[src/rtl/_riscv_defines.sv]
// Core-wide widths and the memory access size encoding shared by the LSU and dcache.
package _riscv_defines;
  localparam int ADDR_WIDTH = 32;
  localparam int DATA_WIDTH = 32;

  typedef enum logic [1:0] {
    SIZE_BYTE = 2'd0,
    SIZE_HALF = 2'd1,
    SIZE_WORD = 2'd2
  } mem_read_size_t;
endpackage

[src/rtl/dcache_if.sv]
// Word-addressed dcache port: one request held until resp_valid, whole-word writes only.
interface dcache_if;
  import _riscv_defines::*;

  logic                  req_valid;
  logic                  write_en;
  logic [ADDR_WIDTH-1:0] addr;
  logic [DATA_WIDTH-1:0] write_data;
  mem_read_size_t        size;
  logic                  sign;
  logic                  resp_valid;
  logic [DATA_WIDTH-1:0] read_data;

  modport master (
    output req_valid, write_en, addr, write_data, size, sign,
    input  resp_valid, read_data
  );

  modport slave (
    input  req_valid, write_en, addr, write_data, size, sign,
    output resp_valid, read_data
  );
endinterface

[src/rtl/lsu_dcache_master.sv]
// MEM-stage load/store unit: alignment check, sub-word load extraction and RMW sub-word stores.
// All outputs, including the dcache port, are registered from the next state.
module lsu_dcache_master
  import _riscv_defines::*;
(
  input  logic                  clk,
  input  logic                  rst_n,
  input  logic                  req_valid,
  output logic                  req_ready,
  input  logic                  req_write,
  input  logic [ADDR_WIDTH-1:0] req_addr,
  input  logic [DATA_WIDTH-1:0] req_wdata,
  input  mem_read_size_t        req_size,
  input  logic                  req_sign,
  output logic                  resp_valid,
  output logic [DATA_WIDTH-1:0] resp_rdata,
  output logic                  resp_misaligned,
  dcache_if.master              dcache_if
);

  typedef enum logic [2:0] {
    IDLE, FAULT, ACCESS, RMW_RD, RMW_GAP, RMW_WR, DONE
  } state_t;

  state_t state, state_nxt;

  logic        accept;
  logic        misaligned;
  logic        sub_word_store;
  logic [1:0]  lat_off;
  logic [15:0] lat_wdata;
  logic [7:0]  ld_byte;
  logic [15:0] ld_half;
  logic [DATA_WIDTH-1:0] load_val;
  logic [DATA_WIDTH-1:0] merged;

  logic                  req_ready_nxt;
  logic                  resp_valid_nxt;
  logic                  resp_mis_nxt;
  logic [DATA_WIDTH-1:0] resp_rdata_nxt;
  logic                  dc_req_nxt;
  logic                  dc_we_nxt;
  logic [ADDR_WIDTH-1:0] dc_addr_nxt;
  logic [DATA_WIDTH-1:0] dc_wdata_nxt;
  mem_read_size_t        dc_size_nxt;
  logic                  dc_sign_nxt;

  assign accept         = req_valid && (state == IDLE);
  assign sub_word_store = req_write && (req_size == SIZE_BYTE || req_size == SIZE_HALF);

  always_comb begin
    case (req_size)
      SIZE_BYTE: misaligned = 1'b0;
      SIZE_HALF: misaligned = req_addr[0];
      default:   misaligned = (req_addr[1:0] != 2'b00);
    endcase
  end

  always_ff @(posedge clk or negedge rst_n) begin
    if (!rst_n) begin
      state <= IDLE;
    end else begin
      state <= state_nxt;
    end
  end

  always_comb begin
    state_nxt = state;
    case (state)
      IDLE: begin
        if (accept) begin
          if (misaligned)          state_nxt = FAULT;
          else if (sub_word_store) state_nxt = RMW_RD;
          else                     state_nxt = ACCESS;
        end
      end
      FAULT:   state_nxt = IDLE;
      ACCESS:  if (dcache_if.resp_valid) state_nxt = DONE;
      RMW_RD:  if (dcache_if.resp_valid) state_nxt = RMW_GAP;
      RMW_GAP: state_nxt = RMW_WR;
      RMW_WR:  if (dcache_if.resp_valid) state_nxt = DONE;
      DONE:    state_nxt = IDLE;
      default: state_nxt = IDLE;
    endcase
  end

  // Size and sign of the in-flight request live in the registered dcache outputs.
  always_comb begin
    case (lat_off)
      2'd0:    ld_byte = dcache_if.read_data[7:0];
      2'd1:    ld_byte = dcache_if.read_data[15:8];
      2'd2:    ld_byte = dcache_if.read_data[23:16];
      default: ld_byte = dcache_if.read_data[31:24];
    endcase
    ld_half = lat_off[1] ? dcache_if.read_data[31:16] : dcache_if.read_data[15:0];
    case (dcache_if.size)
      SIZE_BYTE: load_val = {{24{dcache_if.sign & ld_byte[7]}}, ld_byte};
      SIZE_HALF: load_val = {{16{dcache_if.sign & ld_half[15]}}, ld_half};
      default:   load_val = dcache_if.read_data;
    endcase
  end

  always_comb begin
    merged = dcache_if.read_data;
    if (dcache_if.size == SIZE_BYTE) begin
      case (lat_off)
        2'd0:    merged[7:0]   = lat_wdata[7:0];
        2'd1:    merged[15:8]  = lat_wdata[7:0];
        2'd2:    merged[23:16] = lat_wdata[7:0];
        default: merged[31:24] = lat_wdata[7:0];
      endcase
    end else if (lat_off[1]) begin
      merged[31:16] = lat_wdata;
    end else begin
      merged[15:0] = lat_wdata;
    end
  end

  always_comb begin
    req_ready_nxt  = (state_nxt == IDLE);
    resp_valid_nxt = (state_nxt == DONE) || (state_nxt == FAULT);
    resp_mis_nxt   = (state_nxt == FAULT);
    dc_req_nxt     = (state_nxt == ACCESS) || (state_nxt == RMW_RD) || (state_nxt == RMW_WR);
    dc_we_nxt      = (state_nxt == RMW_WR) ||
                     ((state_nxt == ACCESS) && (accept ? req_write : dcache_if.write_en));
    resp_rdata_nxt = resp_rdata;
    dc_addr_nxt    = dcache_if.addr;
    dc_wdata_nxt   = dcache_if.write_data;
    dc_size_nxt    = dcache_if.size;
    dc_sign_nxt    = dcache_if.sign;
    if (accept) begin
      dc_addr_nxt  = {2'b00, req_addr[ADDR_WIDTH-1:2]};
      dc_wdata_nxt = req_wdata;
      dc_size_nxt  = req_size;
      dc_sign_nxt  = req_sign;
    end
    if (state_nxt == FAULT) resp_rdata_nxt = '0;
    if (state == ACCESS && dcache_if.resp_valid)
      resp_rdata_nxt = dcache_if.write_en ? '0 : load_val;
    if (state == RMW_RD && dcache_if.resp_valid) dc_wdata_nxt = merged;
    if (state == RMW_WR && dcache_if.resp_valid) resp_rdata_nxt = '0;
  end

  always_ff @(posedge clk or negedge rst_n) begin
    if (!rst_n) begin
      req_ready            <= 1'b1;
      resp_valid           <= 1'b0;
      resp_misaligned      <= 1'b0;
      resp_rdata           <= '0;
      dcache_if.req_valid  <= 1'b0;
      dcache_if.write_en   <= 1'b0;
      dcache_if.addr       <= '0;
      dcache_if.write_data <= '0;
      dcache_if.size       <= SIZE_BYTE;
      dcache_if.sign       <= 1'b0;
      lat_off              <= 2'b00;
      lat_wdata            <= '0;
    end else begin
      req_ready            <= req_ready_nxt;
      resp_valid           <= resp_valid_nxt;
      resp_misaligned      <= resp_mis_nxt;
      resp_rdata           <= resp_rdata_nxt;
      dcache_if.req_valid  <= dc_req_nxt;
      dcache_if.write_en   <= dc_we_nxt;
      dcache_if.addr       <= dc_addr_nxt;
      dcache_if.write_data <= dc_wdata_nxt;
      dcache_if.size       <= dc_size_nxt;
      dcache_if.sign       <= dc_sign_nxt;
      if (accept) begin
        lat_off   <= req_addr[1:0];
        lat_wdata <= req_wdata[15:0];
      end
    end
  end

endmodule

[src/flat_wrapper.sv]
// flat-port wrapper written by rule: the top's interface ports become plain ports
module lsu_dcache_master_flat import _riscv_defines::*;
  (clk, rst_n, req_valid, req_ready, req_write, req_addr, req_wdata, req_size, req_sign, resp_valid, resp_rdata, resp_misaligned, dcache_if_req_valid, dcache_if_write_en, dcache_if_addr, dcache_if_write_data, dcache_if_size, dcache_if_sign, dcache_if_resp_valid, dcache_if_read_data);
  dcache_if dcache_if_i ();
  input  logic clk;
  input  logic rst_n;
  input  logic req_valid;
  output logic req_ready;
  input  logic req_write;
  input  logic [ADDR_WIDTH-1:0] req_addr;
  input  logic [DATA_WIDTH-1:0] req_wdata;
  input  mem_read_size_t req_size;
  input  logic req_sign;
  output logic resp_valid;
  output logic [DATA_WIDTH-1:0] resp_rdata;
  output logic resp_misaligned;
  output wire logic [$bits(dcache_if_i.req_valid)-1:0] dcache_if_req_valid;
  output wire logic [$bits(dcache_if_i.write_en)-1:0] dcache_if_write_en;
  output wire logic [$bits(dcache_if_i.addr)-1:0] dcache_if_addr;
  output wire logic [$bits(dcache_if_i.write_data)-1:0] dcache_if_write_data;
  output wire logic [$bits(dcache_if_i.size)-1:0] dcache_if_size;
  output wire logic [$bits(dcache_if_i.sign)-1:0] dcache_if_sign;
  input wire logic [$bits(dcache_if_i.resp_valid)-1:0] dcache_if_resp_valid;
  input wire logic [$bits(dcache_if_i.read_data)-1:0] dcache_if_read_data;
  assign dcache_if_req_valid = dcache_if_i.req_valid;
  assign dcache_if_write_en = dcache_if_i.write_en;
  assign dcache_if_addr = dcache_if_i.addr;
  assign dcache_if_write_data = dcache_if_i.write_data;
  assign dcache_if_size = dcache_if_i.size;
  assign dcache_if_sign = dcache_if_i.sign;
  assign dcache_if_i.resp_valid = dcache_if_resp_valid;
  assign dcache_if_i.read_data = dcache_if_read_data;
  lsu_dcache_master u_core (.clk(clk), .rst_n(rst_n), .req_valid(req_valid), .req_ready(req_ready), .req_write(req_write), .req_addr(req_addr), .req_wdata(req_wdata), .req_size(req_size), .req_sign(req_sign), .resp_valid(resp_valid), .resp_rdata(resp_rdata), .resp_misaligned(resp_misaligned), .dcache_if(dcache_if_i));
endmodule
[config.mk]
export PLATFORM = sky130hd
export DESIGN_NAME = lsu_dcache_master_flat
export DESIGN_NICKNAME = d
export VERILOG_FILES = /design/src/rtl/_riscv_defines.sv /design/src/rtl/dcache_if.sv /design/src/rtl/lsu_dcache_master.sv /design/src/flat_wrapper.sv
export SDC_FILE = /design/constraint.sdc
export NUM_CORES = 1
export LEC_CHECK = 0
export ABC_AREA = 1
export CORE_MARGIN = 5
export CORE_UTILIZATION = 40
export DETAILED_ROUTE_END_ITERATION = 8
export PLACE_DENSITY = 0.7
export SLEW_MARGIN = 20
export SYNTH_ARGS = -nofsm -noshare
export SYNTH_HDL_FRONTEND = slang
export SYNTH_SLANG_ARGS = --single-unit
export TNS_END_PERCENT = 50
[constraint.sdc]
create_clock -name clk -period 2.5 [get_ports clk]
set_input_delay 0.25 -clock clk [delete_from_list [all_inputs] [get_ports clk]]
set_output_delay 0.25 -clock clk [all_outputs]
set_load 0.01 [all_outputs]
# == Word level (Yosys, flattened, before mapping) ==
# Index checks and enable logic that the tools add are counted.
# totals
ff_bits,123
latch_bits,0
ramBits,0
romBits,0
inputBits,104
elab_cells,73
memories,0
# op_classes
addsub,0
multipliers,0
div_mod_pow,0
n_lt_le_gt_ge,0
eq_ne,13
shifts,0
mux,24
bitwise_logic,2
n_reduce_logical,21
# ops
op,count
$mux 32,7
$pmux 32 s2,1
$mux 16,3
$mux 8,4
$pmux 8 s3,1
$eq 3x2->1 const B,4
$eq 3x3->1 const B,4
$mux 3,4
$pmux 3 s4,1
$eq 2x1->1 const B,3
$logic_and 1x1->1,6
$logic_not 2->1,3
$logic_not 3->1,2
$logic_or 1x1->1,5
$reduce_bool 2->1,2
$eq 3x1->1 const B,1
$reduce_bool 3->1,1
$reduce_or 3->1,1
$and 1x1->1,2
$eq 2x2->1 const B,1
$mux 1,2
$pmux 1 s2,1
$reduce_or 2->1,1

# == Depth between registers and ports, before layout ==
# depth
word_depth,11
depth_mapped,10
depth_no_buf,9

# == Worst setup path before layout ==
# Ideal clock, no wire load.
# synth_path
path_kind,reg2reg
from,register u_core.dcache_if.size[1]
to,register u_core.resp_rdata[21]
setup_time_ns,0.065
arrival_ns,1.363
required_ns,2.435
path_slack_ns,1.072
path_stages_with_launch,10
path_buffers,2
period_less_slack_ns,1.428
cell_sequence,dfrtp_1 > buf_6 > nor2_8 > inv_2 > nor2_4 > nand3_4 > nand3_4 > buf_6 > nand3_1 > nand2_1
# synth_between
elab_chain_len,5
elab_cells_between_ends,6
cone_classes,1 x eq/ne; 4 x mux; 1 x reduce/logical
# synth_lines
item,line_no,rtl
"start, declared",dcache_if.sv:15,"output req_valid, write_en, addr, write_data, size, sign,"
"start signal, assigned",lsu_dcache_master.sv:167,dcache_if.size <= dc_size_nxt;
$eq 2x1->1 or $logic_not 2->1 (tied branches),lsu_dcache_master.sv:96,case (dcache_if.size)
$pmux 32 s2 (*),lsu_dcache_master.sv:96,
$mux 32 (*),lsu_dcache_master.sv:139,resp_rdata_nxt = dcache_if.write_en ? '0 : load_val;
$mux 32 (*),lsu_dcache_master.sv:138,if (state == ACCESS && dcache_if.resp_valid)
$mux 32 (*),lsu_dcache_master.sv:141,if (state == RMW_WR && dcache_if.resp_valid) resp_rdata_nxt = '0;
"end signal, assigned",lsu_dcache_master.sv:162,resp_rdata <= resp_rdata_nxt;
"end, declared",lsu_dcache_master.sv:16,"output logic [DATA_WIDTH-1:0] resp_rdata,"
# Every way passes the cells marked *; elsewhere a longest branch is shown, timed or not.
# A chain may end at the register's enable or synchronous reset.

# == Worst setup path after layout ==
# layout_path
from,register u_core.dcache_if.size[1]
to,output port dcache_if_size[1]
# layout_rtl
item,line_no,rtl
"end, declared",flat_wrapper.sv:21,output wire logic [$bits(dcache_if_i.size)-1:0] dcache_if_size;
# No word-level cell between the ends.

==> metrics <==
status completed; # IOs 208; Netlist cell types 27; total global-route track usage 23.0%; RSZ-0062 raised after global routing false; critical path type flip-flop to output pin; post-CTS sizing 0; Synthesis Warnings 0; Initial Util 40.3%; CTS tree done; post-route ant nets 0; Final Max Slew Viols 0; arrival time at the worst endpoint 1.65 ns; final cycle utilization of the critical path 76.0%; drt wl/cell 16.9 um; flops & latches, synth 123; Setup violations, final 0; final net count 1,197; WL final 22,400 um; CP Launch Type flip-flop; Layout fillers 1,542; post-synthesis cell count 903; drt pass-1 iters 5; Worst Path Buf+Inv 1; Data required, critical path 2.25 ns; GR Overflow Total 0; min Tclk post-route 1.90 ns; Die Width 139 um; placed insts 1,293; Hold Vio Cnt, Final 0; crit path cell chain clkdlybuf4s50_1; measured slew at the worst slew-check pin 0.591 ns; capturing element type of the critical path output pin; Hold WS 0.296 ns; Synth Area per Inst 7.33 um^2; DR iter-0 viols 621; drt drc 0; core area 0.0164 mm^2; maximum VDD drop 0.644 mV; Worst Skew 0.00572 ns; TritonCTS buffer count 17; IO Port Bufs 205; Syn Std Cell Area 0.00662 mm^2; H-tree Lvls 4; clock transition at the registers of the reported paths 0.06 ns; PD cells 1270 mW/mm^2; Cell Rows 47; pin count of the biggest net entering global routing 82; ant diodes 0; Hold Path Class input pin to asynchronous set/reset pin; footprint of the multi-input gates 0.00310 mm^2; clk_lat worst skew 0.42 ns; first-pass GRT wire length 35,700 um; layout cells sized above 1 7.87%; GP Congestion 0.882; setup TNS after final layout 0 ns; fmax 526 MHz; DP HPWL 15,800 um; maxcap violations 0; storage element area 0.00308 mm^2; CP delay by family, top buffers and inverters; clk root buf clkbuf_16; critical path's slowest cell clkdlybuf4s50_1; Vias 6,924; crit-path max cell delay 0.65 ns; critical path peak fanout 6; die area 0.0192 mm^2; antenna violations before repair 0; Sink Count 123; vias per cell 5.22; slew margin rel. 60.5%; sequential area share after synthesis 46.5%; Syn-to-layout area delta 43.7%; non-filler cells in the finished layout 1,326; number of global-route vias before repair 6,647; Die Ht 139 um; Longest Clk Path Bufs 2; leakage 0.00449 uW
[area by class of cell]
type / count / share of cell area (%)
multi-input combinational: 684 / 32.6
sequential: 123 / 32.4
timing repair buffer: 227 / 23.6
clock buffer: 21 / 5.05
tap: 220 / 2.89
clock inverter: 11 / 1.99
inverter: 40 / 1.58
[worst reg2reg max path, stage by stage (launching register included)]
cell and delay, ns:
dfrtp_1 0.36, inv_2 0.15, buf_4 0.24, nor2_2 0.33, inv_1 0.26, nand2_1 0.11, nand3_1 0.06, nand3_1 0.16
a21oi_1 0.08
[placed cells by master (no fill, tap or decap)]
cell type        count
clkinvlp_4           2
o211ai_1            17
o21ai_1              8
nor2_4               3
nand4_1              1
o21ai_0             79
clkinv_4             1
clkdlybuf4s50_1    204
clkbuf_16           17
dlygate4sd3_1        1
a211oi_1             7
buf_4               20
nand3_1             67
nor2_8               1
nor3_1              10
inv_1               34
dfrtp_1            122
inv_2                6
dfstp_2              1
clkinv_2             3
nor2_2               3
or2_2               14
nand2_1            332
clkbuf_8             4
a21oi_1             86
conb_1               2
nor2_1              49
nand3_4              2
nand2_2              1
bufinv_16            5
nand3_2              2
buf_12               2
[state kept, by name (all words and copies together), names as in the netlist, 2 cells and up]
register,cells
u_core.lat_wdata,16
u_core.lat_off,2
u_core.dcache_if.write_data,32
u_core.dcache_if.addr,30
u_core.state,3
u_core.dcache_if.size,2
u_core.resp_rdata,32
[logic make-up after synthesis]
| family | synth area share (%) |
|---|---|
| AND/OR/NAND/NOR | 30.8 |
| AO/OA/AOI/OAI | 15.8 |
| flip-flops | 46.5 |
| buffers and inverters | 6.80 |
| other | 0.0566 |
[cells in the mapped netlist]
library cell	count	area [um^2]
buf_6	5	56.3
nand2_2	1	6.26
o21ai_1	8	40.0
o211ai_1	17	128
buf_2	21	105
buf_1	3	11.3
nand3_4	2	35.0
a21oi_1	86	430
or2_2	14	87.6
inv_1	34	128
nand2_1	332	1250
conb_1	1	3.75
nor2_4	3	33.8
inv_2	6	22.5
nand3_1	67	335
nor2_8	1	20.0
clkbuf_1	22	82.6
dfrtp_1	122	3050
o21ai_0	79	395
nand3_2	2	20.0
nor3_1	10	50.1
a211oi_1	7	52.6
nand4_1	1	6.26
buf_4	6	45.0
nor2_2	2	12.5
nor2_1	50	188
dfstp_2	1	26.3
[timing repair]
action | in CTS | in global routing
setup endpoints to repair | 0 | 0
endpoints found under the hold margin | 25 | 0
hold buffers | 1 | 0
buffers inserted | 0 | 0
[metrics by stage]
stage	setup WS, ns	instance area (um^2)	power (uW)	utilization [%]
detailed placement	0.505	8830	9250	53.8
floorplan	1.07	6620	6790	-
finish	0.600	9510	12100	58.0
global placement	0.533	8830	9180	53.8
global route	0.462	9510	12900	58.0
CTS	0.570	9510	12100	58.0
[report_power, final]
group	internal (uW)	total (uW)	switching (uW)
Sequential	2870	3490	620
Clock	1870	2790	915
Combinational	2540	5800	3260
Total	7270	12100	4800
[layer usage]
metal	up-vias	global-route usage, %	wire (um)
met5	-	0	0
met4	0	8.91	627
met3	39	7.72	2310
met2	338	34.6	9650
met1	3218	30.9	9780
li1	3329	-	-
[worst paths after layout]
path / from / end / slack [ns] / depth (start not counted)
max in group asynchronous: rst_n / u_core.dcache_if.addr[26] / 1.54 / 3
setup reg to reg: u_core.lat_off[1] / u_core.dcache_if.write_data[16] / 0.63 / 8
hold reg to reg: u_core.resp_rdata[9] / u_core.resp_rdata[9] / 0.48 / 2
min in group clk: req_addr[24] / u_core.dcache_if.addr[22] / 0.36 / 3
setup / recovery: u_core.dcache_if.size[1] / dcache_if_size[1] / 0.60 / 1
hold / removal: rst_n / u_core.resp_rdata[26] / 0.30 / 2
(Power assumes the default switching activity.)
